[config.mk]
export PLATFORM = sky130hd
export DESIGN_NAME = oled_cmd_sender
export DESIGN_NICKNAME = d
export VERILOG_FILES = /design/src/rtl/oled_pkg.sv /design/src/rtl/oled_spi_shifter.sv /design/src/rtl/oled_cmd_sender.sv
export SDC_FILE = /design/constraint.sdc
export NUM_CORES = 1
export LEC_CHECK = 0
export CORE_ASPECT_RATIO = 0.8
export CORE_UTILIZATION = 47
export CTS_BUF_LIST = sky130_fd_sc_hd__clkbuf_8 sky130_fd_sc_hd__clkbuf_16
export DETAILED_ROUTE_END_ITERATION = 7
export PLACE_DENSITY = 0.72
export REMOVE_ABC_BUFFERS = 1
export SLEW_MARGIN = 10
export SYNTH_ARGS = -nofsm -noshare
export SYNTH_HDL_FRONTEND = slang
export SYNTH_SLANG_ARGS = --single-unit
[constraint.sdc]
create_clock -name clk_in -period 4.3 [get_ports clk_in]
set_input_delay 0.43 -clock clk_in [delete_from_list [all_inputs] [get_ports clk_in]]
set_output_delay 0.43 -clock clk_in [all_outputs]
set_load 0.01 [all_outputs]
[src/rtl/oled_pkg.sv]
// Shared types and sizes for the OLED command-descriptor sender.
// Descriptor bytes are left-aligned in CMD_DATA_W bits; the first byte sits in the top 8 bits.
package oled_pkg;

  localparam int CMD_MAX_BYTES = 15;
  localparam int CMD_DATA_W    = 120;
  localparam int CMD_IDX_W     = 5;
  localparam int CMD_LEN_W     = 4;
  localparam int CMD_BITS_W    = 7;

  typedef enum logic [2:0] {
    ST_IDLE  = 3'd0,
    ST_FETCH = 3'd1,
    ST_LOAD  = 3'd2,
    ST_SHIFT = 3'd3,
    ST_GAP   = 3'd4,
    ST_DONE  = 3'd5
  } oled_tx_state_t;

  function automatic logic [CMD_BITS_W-1:0] len_to_bits(input logic [CMD_LEN_W-1:0] len);
    return {len, 3'b000};
  endfunction

endpackage

[src/rtl/oled_spi_shifter.sv]
// SPI mode-0 serialiser: MSB first, SCLK low then high for CLK_DIV clocks each per bit.
// frame_done flags the clock edge that ends the final high phase, so the parent can raise CS on it.
module oled_spi_shifter
  import oled_pkg::*;
#(
  parameter int CLK_DIV = 5
) (
  input  logic                  clk,
  input  logic                  rst_n,
  input  logic                  load,
  input  logic [CMD_LEN_W-1:0]  len,
  input  logic [CMD_DATA_W-1:0] data,
  output logic                  sclk,
  output logic                  mosi,
  output logic                  frame_done
);

  localparam int DIV_W = (CLK_DIV > 1) ? $clog2(CLK_DIV) : 1;
  localparam logic [DIV_W-1:0] DIV_LAST = DIV_W'(CLK_DIV - 1);

  logic [CMD_DATA_W-1:0] shift_r;
  logic [CMD_BITS_W-1:0] bit_cnt_r;
  logic [DIV_W-1:0]      div_cnt_r;
  logic                  sclk_r;
  logic                  active_r;
  logic                  frame_done_s;

  // mosi is the top of the shift register, so it is registered and only moves on load or a falling SCLK
  assign sclk       = sclk_r;
  assign mosi       = shift_r[CMD_DATA_W-1];
  assign frame_done = frame_done_s;

  // Last edge of the frame: end of the high phase of the final bit
  always_comb begin
    frame_done_s = 1'b0;
    if (active_r && sclk_r && (div_cnt_r == DIV_LAST) && (bit_cnt_r == 7'd1)) begin
      frame_done_s = 1'b1;
    end else begin
      frame_done_s = 1'b0;
    end
  end

  // Shift register, bit counter and SCLK divider
  always_ff @(posedge clk or negedge rst_n) begin
    if (!rst_n) begin
      shift_r   <= {CMD_DATA_W{1'b0}};
      bit_cnt_r <= {CMD_BITS_W{1'b0}};
      div_cnt_r <= {DIV_W{1'b0}};
      sclk_r    <= 1'b0;
      active_r  <= 1'b0;
    end else if (load) begin
      shift_r   <= data;
      bit_cnt_r <= len_to_bits(len);
      div_cnt_r <= {DIV_W{1'b0}};
      sclk_r    <= 1'b0;
      active_r  <= 1'b1;
    end else if (active_r) begin
      if (div_cnt_r != DIV_LAST) begin
        div_cnt_r <= div_cnt_r + DIV_W'(1);
      end else begin
        div_cnt_r <= {DIV_W{1'b0}};
        if (!sclk_r) begin
          sclk_r <= 1'b1;
        end else if (frame_done_s) begin
          // Clearing the register parks mosi low and keeps unsent descriptor bits off the wire
          sclk_r    <= 1'b0;
          active_r  <= 1'b0;
          shift_r   <= {CMD_DATA_W{1'b0}};
          bit_cnt_r <= {CMD_BITS_W{1'b0}};
        end else begin
          sclk_r    <= 1'b0;
          shift_r   <= {shift_r[CMD_DATA_W-2:0], 1'b0};
          bit_cnt_r <= bit_cnt_r - 7'd1;
        end
      end
    end
  end

endmodule

[src/rtl/oled_cmd_sender.sv]
// Walks the command table from index 0, sending each descriptor as one CS frame to the SSD1331,
// until a zero-length descriptor or the last permitted index.
module oled_cmd_sender
  import oled_pkg::*;
#(
  parameter int CLK_DIV    = 5,
  parameter int GAP_CYCLES = 100,
  parameter int MAX_CMDS   = 32
) (
  input  logic                  clk_in,
  input  logic                  rst_n_in,
  input  logic                  start_in,
  output logic [CMD_IDX_W-1:0]  command_out,
  input  logic [CMD_LEN_W-1:0]  comm_length_in,
  input  logic [CMD_DATA_W-1:0] comm_data_in,
  output logic                  busy_out,
  output logic                  done_out,
  output logic                  cs_n_out,
  output logic                  sclk_out,
  output logic                  mosi_out,
  output logic                  dc_out
);

  localparam int GAP_W = $clog2(GAP_CYCLES + 1);
  localparam logic [GAP_W-1:0]     GAP_LAST = GAP_W'(GAP_CYCLES - 1);
  localparam logic [CMD_IDX_W-1:0] LAST_IDX = CMD_IDX_W'(MAX_CMDS - 1);

  oled_tx_state_t       state_r;
  logic [CMD_IDX_W-1:0] command_r;
  logic [GAP_W-1:0]     gap_cnt_r;
  logic                 busy_r;
  logic                 done_r;
  logic                 cs_n_r;
  logic                 dc_r;
  logic                 load_s;
  logic                 frame_done_s;
  logic                 sclk_s;
  logic                 mosi_s;

  assign command_out = command_r;
  assign busy_out    = busy_r;
  assign done_out    = done_r;
  assign cs_n_out    = cs_n_r;
  assign sclk_out    = sclk_s;
  assign mosi_out    = mosi_s;
  assign dc_out      = dc_r;

  // Start the serialiser on the same edge the FSM leaves LOAD with a non-empty descriptor
  always_comb begin
    load_s = 1'b0;
    if ((state_r == ST_LOAD) && (comm_length_in != {CMD_LEN_W{1'b0}})) begin
      load_s = 1'b1;
    end else begin
      load_s = 1'b0;
    end
  end

  oled_spi_shifter #(
    .CLK_DIV (CLK_DIV)
  ) u_shifter (
    .clk        (clk_in),
    .rst_n      (rst_n_in),
    .load       (load_s),
    .len        (comm_length_in),
    .data       (comm_data_in),
    .sclk       (sclk_s),
    .mosi       (mosi_s),
    .frame_done (frame_done_s)
  );

  // Sequencer: indexing, chip select, inter-command gap and status flags
  always_ff @(posedge clk_in or negedge rst_n_in) begin
    if (!rst_n_in) begin
      state_r   <= ST_IDLE;
      command_r <= {CMD_IDX_W{1'b0}};
      gap_cnt_r <= {GAP_W{1'b0}};
      busy_r    <= 1'b0;
      done_r    <= 1'b0;
      cs_n_r    <= 1'b1;
      dc_r      <= 1'b0;
    end else begin
      dc_r <= 1'b0;
      case (state_r)
        ST_IDLE: begin
          if (start_in) begin
            command_r <= {CMD_IDX_W{1'b0}};
            busy_r    <= 1'b1;
            done_r    <= 1'b0;
            state_r   <= ST_FETCH;
          end else begin
            state_r <= ST_IDLE;
          end
        end
        ST_FETCH: begin
          state_r <= ST_LOAD;
        end
        ST_LOAD: begin
          if (comm_length_in == {CMD_LEN_W{1'b0}}) begin
            state_r <= ST_DONE;
          end else begin
            cs_n_r  <= 1'b0;
            state_r <= ST_SHIFT;
          end
        end
        ST_SHIFT: begin
          if (frame_done_s) begin
            cs_n_r    <= 1'b1;
            gap_cnt_r <= {GAP_W{1'b0}};
            state_r   <= ST_GAP;
          end else begin
            state_r <= ST_SHIFT;
          end
        end
        ST_GAP: begin
          if (gap_cnt_r == GAP_LAST) begin
            gap_cnt_r <= {GAP_W{1'b0}};
            if (command_r == LAST_IDX) begin
              state_r <= ST_DONE;
            end else begin
              command_r <= command_r + CMD_IDX_W'(1);
              state_r   <= ST_FETCH;
            end
          end else begin
            gap_cnt_r <= gap_cnt_r + GAP_W'(1);
          end
        end
        ST_DONE: begin
          cs_n_r <= 1'b1;
          if (start_in) begin
            command_r <= {CMD_IDX_W{1'b0}};
            busy_r    <= 1'b1;
            done_r    <= 1'b0;
            state_r   <= ST_FETCH;
          end else begin
            busy_r <= 1'b0;
            done_r <= 1'b1;
          end
        end
        default: begin
          state_r <= ST_IDLE;
          busy_r  <= 1'b0;
          cs_n_r  <= 1'b1;
        end
      endcase
    end
  end

endmodule
-- After elaboration in Yosys (flattened, before gate mapping)
Cells that the tools add are included.
- add/sub/neg operators: 4
- equal/unequal tests: 18
- multiplexer cells: 47
- bitwise logic cells: 2
- reduce and logical (&&, ||, !) cells: 23
- operators by type and width (cell ; number):
    $mux 120 ; 5
    $mux 7 ; 7
    $mux 3 ; 8
    $mux 1 ; 18
    $pmux 3 s6 ; 1
    $mux 5 ; 3
    $ne 2x2->1 const B ; 7
    $pmux 7 s2 ; 1
    $pmux 5 s2 ; 1
    $reduce_and 2->1 ; 5
    $reduce_bool 2->1 ; 5
    $eq 3x3->1 const B ; 3
    $add 7x1->7 const B ; 1
    $eq 7x1->1 const B ; 1
    $eq 7x7->1 const B ; 1
    $sub 7x1->7 const B ; 1
    $eq 3x2->1 const B ; 2
    $pmux 1 s3 ; 2
    $reduce_and 3->1 ; 2
    $add 5x1->5 const B ; 1
    $eq 5x5->1 const B ; 1
    $logic_and 1x1->1 ; 4
    $logic_not 4->1 ; 1
    $reduce_and 4->1 ; 1
    11 further kinds ; 12
- register bits after elaboration: 150
- input port bits: 127
- output and inout bits: 11
- word-level logic and storage cells: 105

-- Longest topological paths before layout
- depth in word-level cells: 9
- mapped depth: 9
- depth with buffers taken out: 7

-- Hierarchy
From an unflattened synthesis, not the netlist that was laid out.
- cell total of the unflattened synthesis: 749
- area, all modules: 7652.3 µm²
- modules (own cells, without submodules) (module ; times used ; cells each ; area each (µm²) ; seq. area each (µm²)):
    oled_spi_shifter ; 1 ; 643 ; 6638.9 ; 3303.2
    oled_cmd_sender ; 1 ; 106 ; 1013.5 ; 451.7

-- Worst setup path after synthesis
OpenSTA, ideal clock, no wires.
- path type: register to register
- start point: reg command_r[0], in the netlist command_out[0]
- end point: reg command_r[3], in the netlist command_out[3]
- library setup time: 66 ps
- arrival time: 2003 ps
- required time: 4234 ps
- setup slack: 2231 ps
- stages on the path, launching flop included: 8
- buffers on the path: 0
- period minus slack after synthesis: 2069 ps
- cell sequence: dfrtp_1 -> ha_1 -> and3_1 -> ha_1 -> nor4b_2 -> nand3_1 -> or4b_1 -> nand2_1
- longest elaborated chain between the ends: 4
- elaborated cells between the ends (all ways): 7
- those cells by class: add/sub: 1; eq/ne: 2; mux: 3; reduce/logical: 1
- ends and longest elaborated chain (element ; line ; source):
    start, declared ; oled_cmd_sender.sv:29 ; logic [CMD_IDX_W-1:0] command_r;
    start signal, assigned ; oled_cmd_sender.sv:75 ; command_r <= {CMD_IDX_W{1'b0}};
    start signal, assigned ; oled_cmd_sender.sv:86 ; command_r <= {CMD_IDX_W{1'b0}};
    start signal, assigned ; oled_cmd_sender.sv:120 ; command_r <= command_r + CMD_IDX_W'(1);
    $add 5x1->5 ; oled_cmd_sender.sv:120 ;
    $mux 5 ; oled_cmd_sender.sv:117 ; if (command_r == LAST_IDX) begin
    $mux 5 ; oled_cmd_sender.sv:115 ; if (gap_cnt_r == GAP_LAST) begin
    $pmux 5 s2 ; oled_cmd_sender.sv:83 ; case (state_r)
Parallel ways exist; a longest one is shown, timed or not. The select of a mux whose other input is x is not followed.
A chain may end at the register's enable or synchronous reset.

-- Worst setup path after layout
- start point: reg u_shifter.bit_cnt_r[1]
- end point: reg u_shifter.shift_r[84]
- longest elaborated chain between the ends: 8
- ends and longest elaborated chain (element ; line ; source):
    start, declared ; oled_spi_shifter.sv:22 ; logic [CMD_BITS_W-1:0] bit_cnt_r;
    start signal, assigned ; oled_spi_shifter.sv:47 ; bit_cnt_r <= {CMD_BITS_W{1'b0}};
    start signal, assigned ; oled_spi_shifter.sv:53 ; bit_cnt_r <= len_to_bits(len);
    start signal, assigned ; oled_spi_shifter.sv:69 ; bit_cnt_r <= {CMD_BITS_W{1'b0}};
    $eq 7x1->1 ; oled_spi_shifter.sv:36 ; if (active_r && sclk_r && (div_cnt_r == DIV_LAST) && (bit_cnt_r == 7'd1)) begin
    $logic_and 1x1->1 ; oled_spi_shifter.sv:36 ;
    $mux 1 ; oled_spi_shifter.sv:36 ;
    $mux 120 ; oled_spi_shifter.sv:64 ; end else if (frame_done_s) begin
    $mux 120 ; oled_spi_shifter.sv:62 ; if (!sclk_r) begin
    $mux 120 ; oled_spi_shifter.sv:58 ; if (div_cnt_r != DIV_LAST) begin
    $mux 120 ; oled_spi_shifter.sv:57 ; end else if (active_r) begin
    $mux 120 ; oled_spi_shifter.sv:51 ; end else if (load) begin
    end signal, assigned ; oled_spi_shifter.sv:52 ; shift_r <= data;
    end signal, assigned ; oled_spi_shifter.sv:68 ; shift_r <= {CMD_DATA_W{1'b0}};
    end signal, assigned ; oled_spi_shifter.sv:72 ; shift_r <= {shift_r[CMD_DATA_W-2:0], 1'b0};
    end, declared ; oled_spi_shifter.sv:21 ; logic [CMD_DATA_W-1:0] shift_r;
Every way passes these cells. The select of a mux whose other input is x is not followed.

==> run summary <==
outcome: finished clean
Setup CP Type: reg2reg
clock-pin transition on the worst setup and hold timing paths: 0.06 ns
CTS Buffer Depth: 2
Period minus WS final: 2.64 ns
Seq/Total Area, Yosys: 47.7%
Num CTS Buffers: 17
# port buffers: 136
Final Hold Viols: 0
row count: 41
count of different cell masters after synthesis: 58
P&R area growth vs syn: 24.0%
mux cell area share after synthesis: 0.651%
CTS resizes: 0
fin crit share: 61.4%
first-pass GRT wire length: 30.1 mm
GRT overflow: 0
fin. max-slew vios: 0
unrepaired setup endpoints after global routing: no
vias in the first global route: 6214
total track usage: 21.6%
postcts setup bufs: 0
Primary FF master, synth: dfrtp_1
Worst Path Required: 4.54 ns
Die X: 147 um
max_cap viols: 0
Worst VDD drop: 431 uV
post-synthesis async set-or-reset flop share: 100%
synthesized area: 0.00788 mm^2
share of cells above drive strength 1: 7.58%
routed vias/inst: 5.45
dpl cells: 1134
DP HPWL: 10.9 mm
number of DRC markers in iteration 0: 552
post-synthesis register bit count: 150
dpl ws: 1.71 ns
Post-Route WL: 17.7 mm
Pre-antenna DRT Iters: 5
final setup margin: 1.66 ns
clock sinks: 150
Compound-Gate Fraction of Synth Area: 26.4%
worst-path fanout max: 84
via count: 6347
cells after synthesis: 851
xor/xnor cell area share of the yosys netlist: 0.222%
Core ar.: 0.0161 mm^2
CP arrival: 2.88 ns
Worst Skew: 0.0180 ns
H-Tree Depth: 4
clock latency on the worst-skew pair: 0.42 ns
worst-margin pin slew: 0.961 ns
Slew HR: 36.0%
main combinational cell family by area after synthesis: compound AO/OA/AOI/OAI gates
Lkg Pwr: 4.18 nW
fin cells: 1165
power per cell area: 598 mW/mm^2
diode count: 0
DRC viols: 0
RD Place Congestion: 0.764
routed length per instance: 15.2 um
Yosys Warn Count: 0
I/O pins: 138
fillers: 1417
Placed Area: 0.00914 mm^2
ANT nets after route: 0
area share of fa/ha/maj cells after synthesis: 1.11%
Root Driver: clkbuf_16
Starting Density: 49.1%
initial antenna violation count: 1
largest net degree at the start of global routing: 254
DIE HEIGHT: 118 um
Critical Path Start Type: flip-flop
CTS tree: built
worst setup path start: u_shifter.bit_cnt_r[1]$_DFFE_PN0P_
setup violators final: 0
EDFF count, synth: 0
Post-Synth Simple-Gate Area: 17.5%
fin nets: 1072
synthesized area per cell: 9.26 um^2
die area: 0.0173 mm^2
Hold Crit Class: in2async
fin area: 0.00976 mm^2
worst r2r src: u_shifter.bit_cnt_r[1]$_DFFE_PN0P_
setup TNS: 0 ns
FMAX: 378 MHz
CP endpoint kind: flip-flop
hold slack: 0.0780 ns
Hold Buf Count CTS: 0
## final cells by class
class	instances	area [um^2]	area share, %
Clock buffer	20	467	4.78
Inverter	9	33.8	0.346
Multi-Input combinational cell	615	3640	37.3
Clock inverter	11	158	1.61
Tap cell	215	269	2.75
Timing Repair Buffer	145	1440	14.8
Sequential cell	150	3750	38.5
## report_power, final
group          switching, W  leakage [nW]  total (W)  internal (W)
Combinational      0.000925          2.00    0.00178      0.000855
Clock              0.000561         0.321    0.00157       0.00101
Sequential         0.000434          1.86    0.00249       0.00206
Total               0.00192          4.18    0.00584       0.00392
## Yosys cell counts (5+ instances only)
| master | number | area share (%) |
|---|---|---|
| and3_1 | 5 | 0.40 |
| a2bb2oi_2 | 20 | 3.8 |
| inv_1 | 9 | 0.43 |
| nand3_1 | 13 | 0.83 |
| o21ai_1 | 37 | 2.4 |
| nand2_1 | 258 | 12 |
| nor2_1 | 9 | 0.43 |
| ha_1 | 7 | 1.1 |
| buf_2 | 26 | 1.7 |
| clkbuf_1 | 24 | 1.1 |
| o21ai_0 | 90 | 5.7 |
| a21oi_1 | 13 | 0.83 |
| dfrtp_1 | 149 | 47 |
| buf_4 | 7 | 0.67 |
| buf_6 | 16 | 2.3 |
| a2bb2oi_1 | 99 | 11 |
## sequential cells by signal (all words and copies together), names as in the netlist
name	cells
gap_cnt_r	7
u_shifter.shift_r	120
busy_out	1
cs_n_out	1
u_shifter.bit_cnt_r	7
u_shifter.active_r	1
done_out	1
u_shifter.div_cnt_r	3
command_out	5
state_r	3
u_shifter.sclk	1
## worst paths after layout
path | end | slack, ns | depth (start not counted)
setup / recovery | u_shifter.shift_r[84]$_DFFE_PN0P_ | 1.66 | 7
min in group clk_in | gap_cnt_r[0]$_DFFE_PN0P_ | 0.51 | 1
hold / removal | u_shifter.shift_r[15]$_DFFE_PN0P_ | 0.08 | 1
setup reg to reg | u_shifter.shift_r[84]$_DFFE_PN0P_ | 1.66 | 7
hold reg to reg | gap_cnt_r[0]$_DFFE_PN0P_ | 0.51 | 1
max in group asynchronous | u_shifter.shift_r[68]$_DFFE_PN0P_ | 3.25 | 2
## placed cells by master, fill, tap and decap left out, types with 8 or more instances in the layout
| master | instances |
|---|---|
| o21ai_0 | 90 |
| clkdlybuf4s50_1 | 135 |
| a21oi_1 | 13 |
| inv_1 | 13 |
| nand3_1 | 13 |
| dfrtp_1 | 149 |
| o21ai_1 | 37 |
| nand2_1 | 258 |
| a2bb2oi_1 | 99 |
| nor2_1 | 9 |
| a2bb2oi_2 | 20 |
| clkbuf_16 | 17 |
| buf_4 | 8 |
## through the flow
step	total power (W)	utilization [%]
finish	0.00584	60.8
floorplan	0.00377	-
global route	0.00627	60.8
detailed placement	0.00429	56.9
CTS	0.00589	60.8
global placement	0.00421	56.9
## cells by family (layout without fill, tap and decap cells)
kind of cell	count (synthesis)	in the layout
and+or+nand+nor	316	316
AOI/OAI and AO/OA	284	284
DFF	150	150
buffers and inverters	86	185
adders and majority gates	7	7
muxes	5	5
xor gates and xnor gates	2	2
other	1	1
## critical path: stages (launching register included)
cell and delay (ns):
dfrtp_1 0.40, inv_1 0.09, ha_1 0.16, nor2b_1 0.26, and2_4 0.75, buf_4 0.42, a2bb2oi_1 0.19, o21ai_0 0.10
## routing by layer
metal | wire (um) | vias to the layer above | global-route usage (%) | share of wire, %
met5 | 12 | - | 0 | 0.068
met2 | 7700 | 136 | 31.5 | 44
met3 | 815 | 13 | 5.16 | 4.6
li1 | - | 3173 | - | -
met4 | 130 | 2 | 5.60 | 0.73
met1 | 9030 | 3023 | 32.1 | 51
No activity file was read; power rests on OpenSTA's default activity.
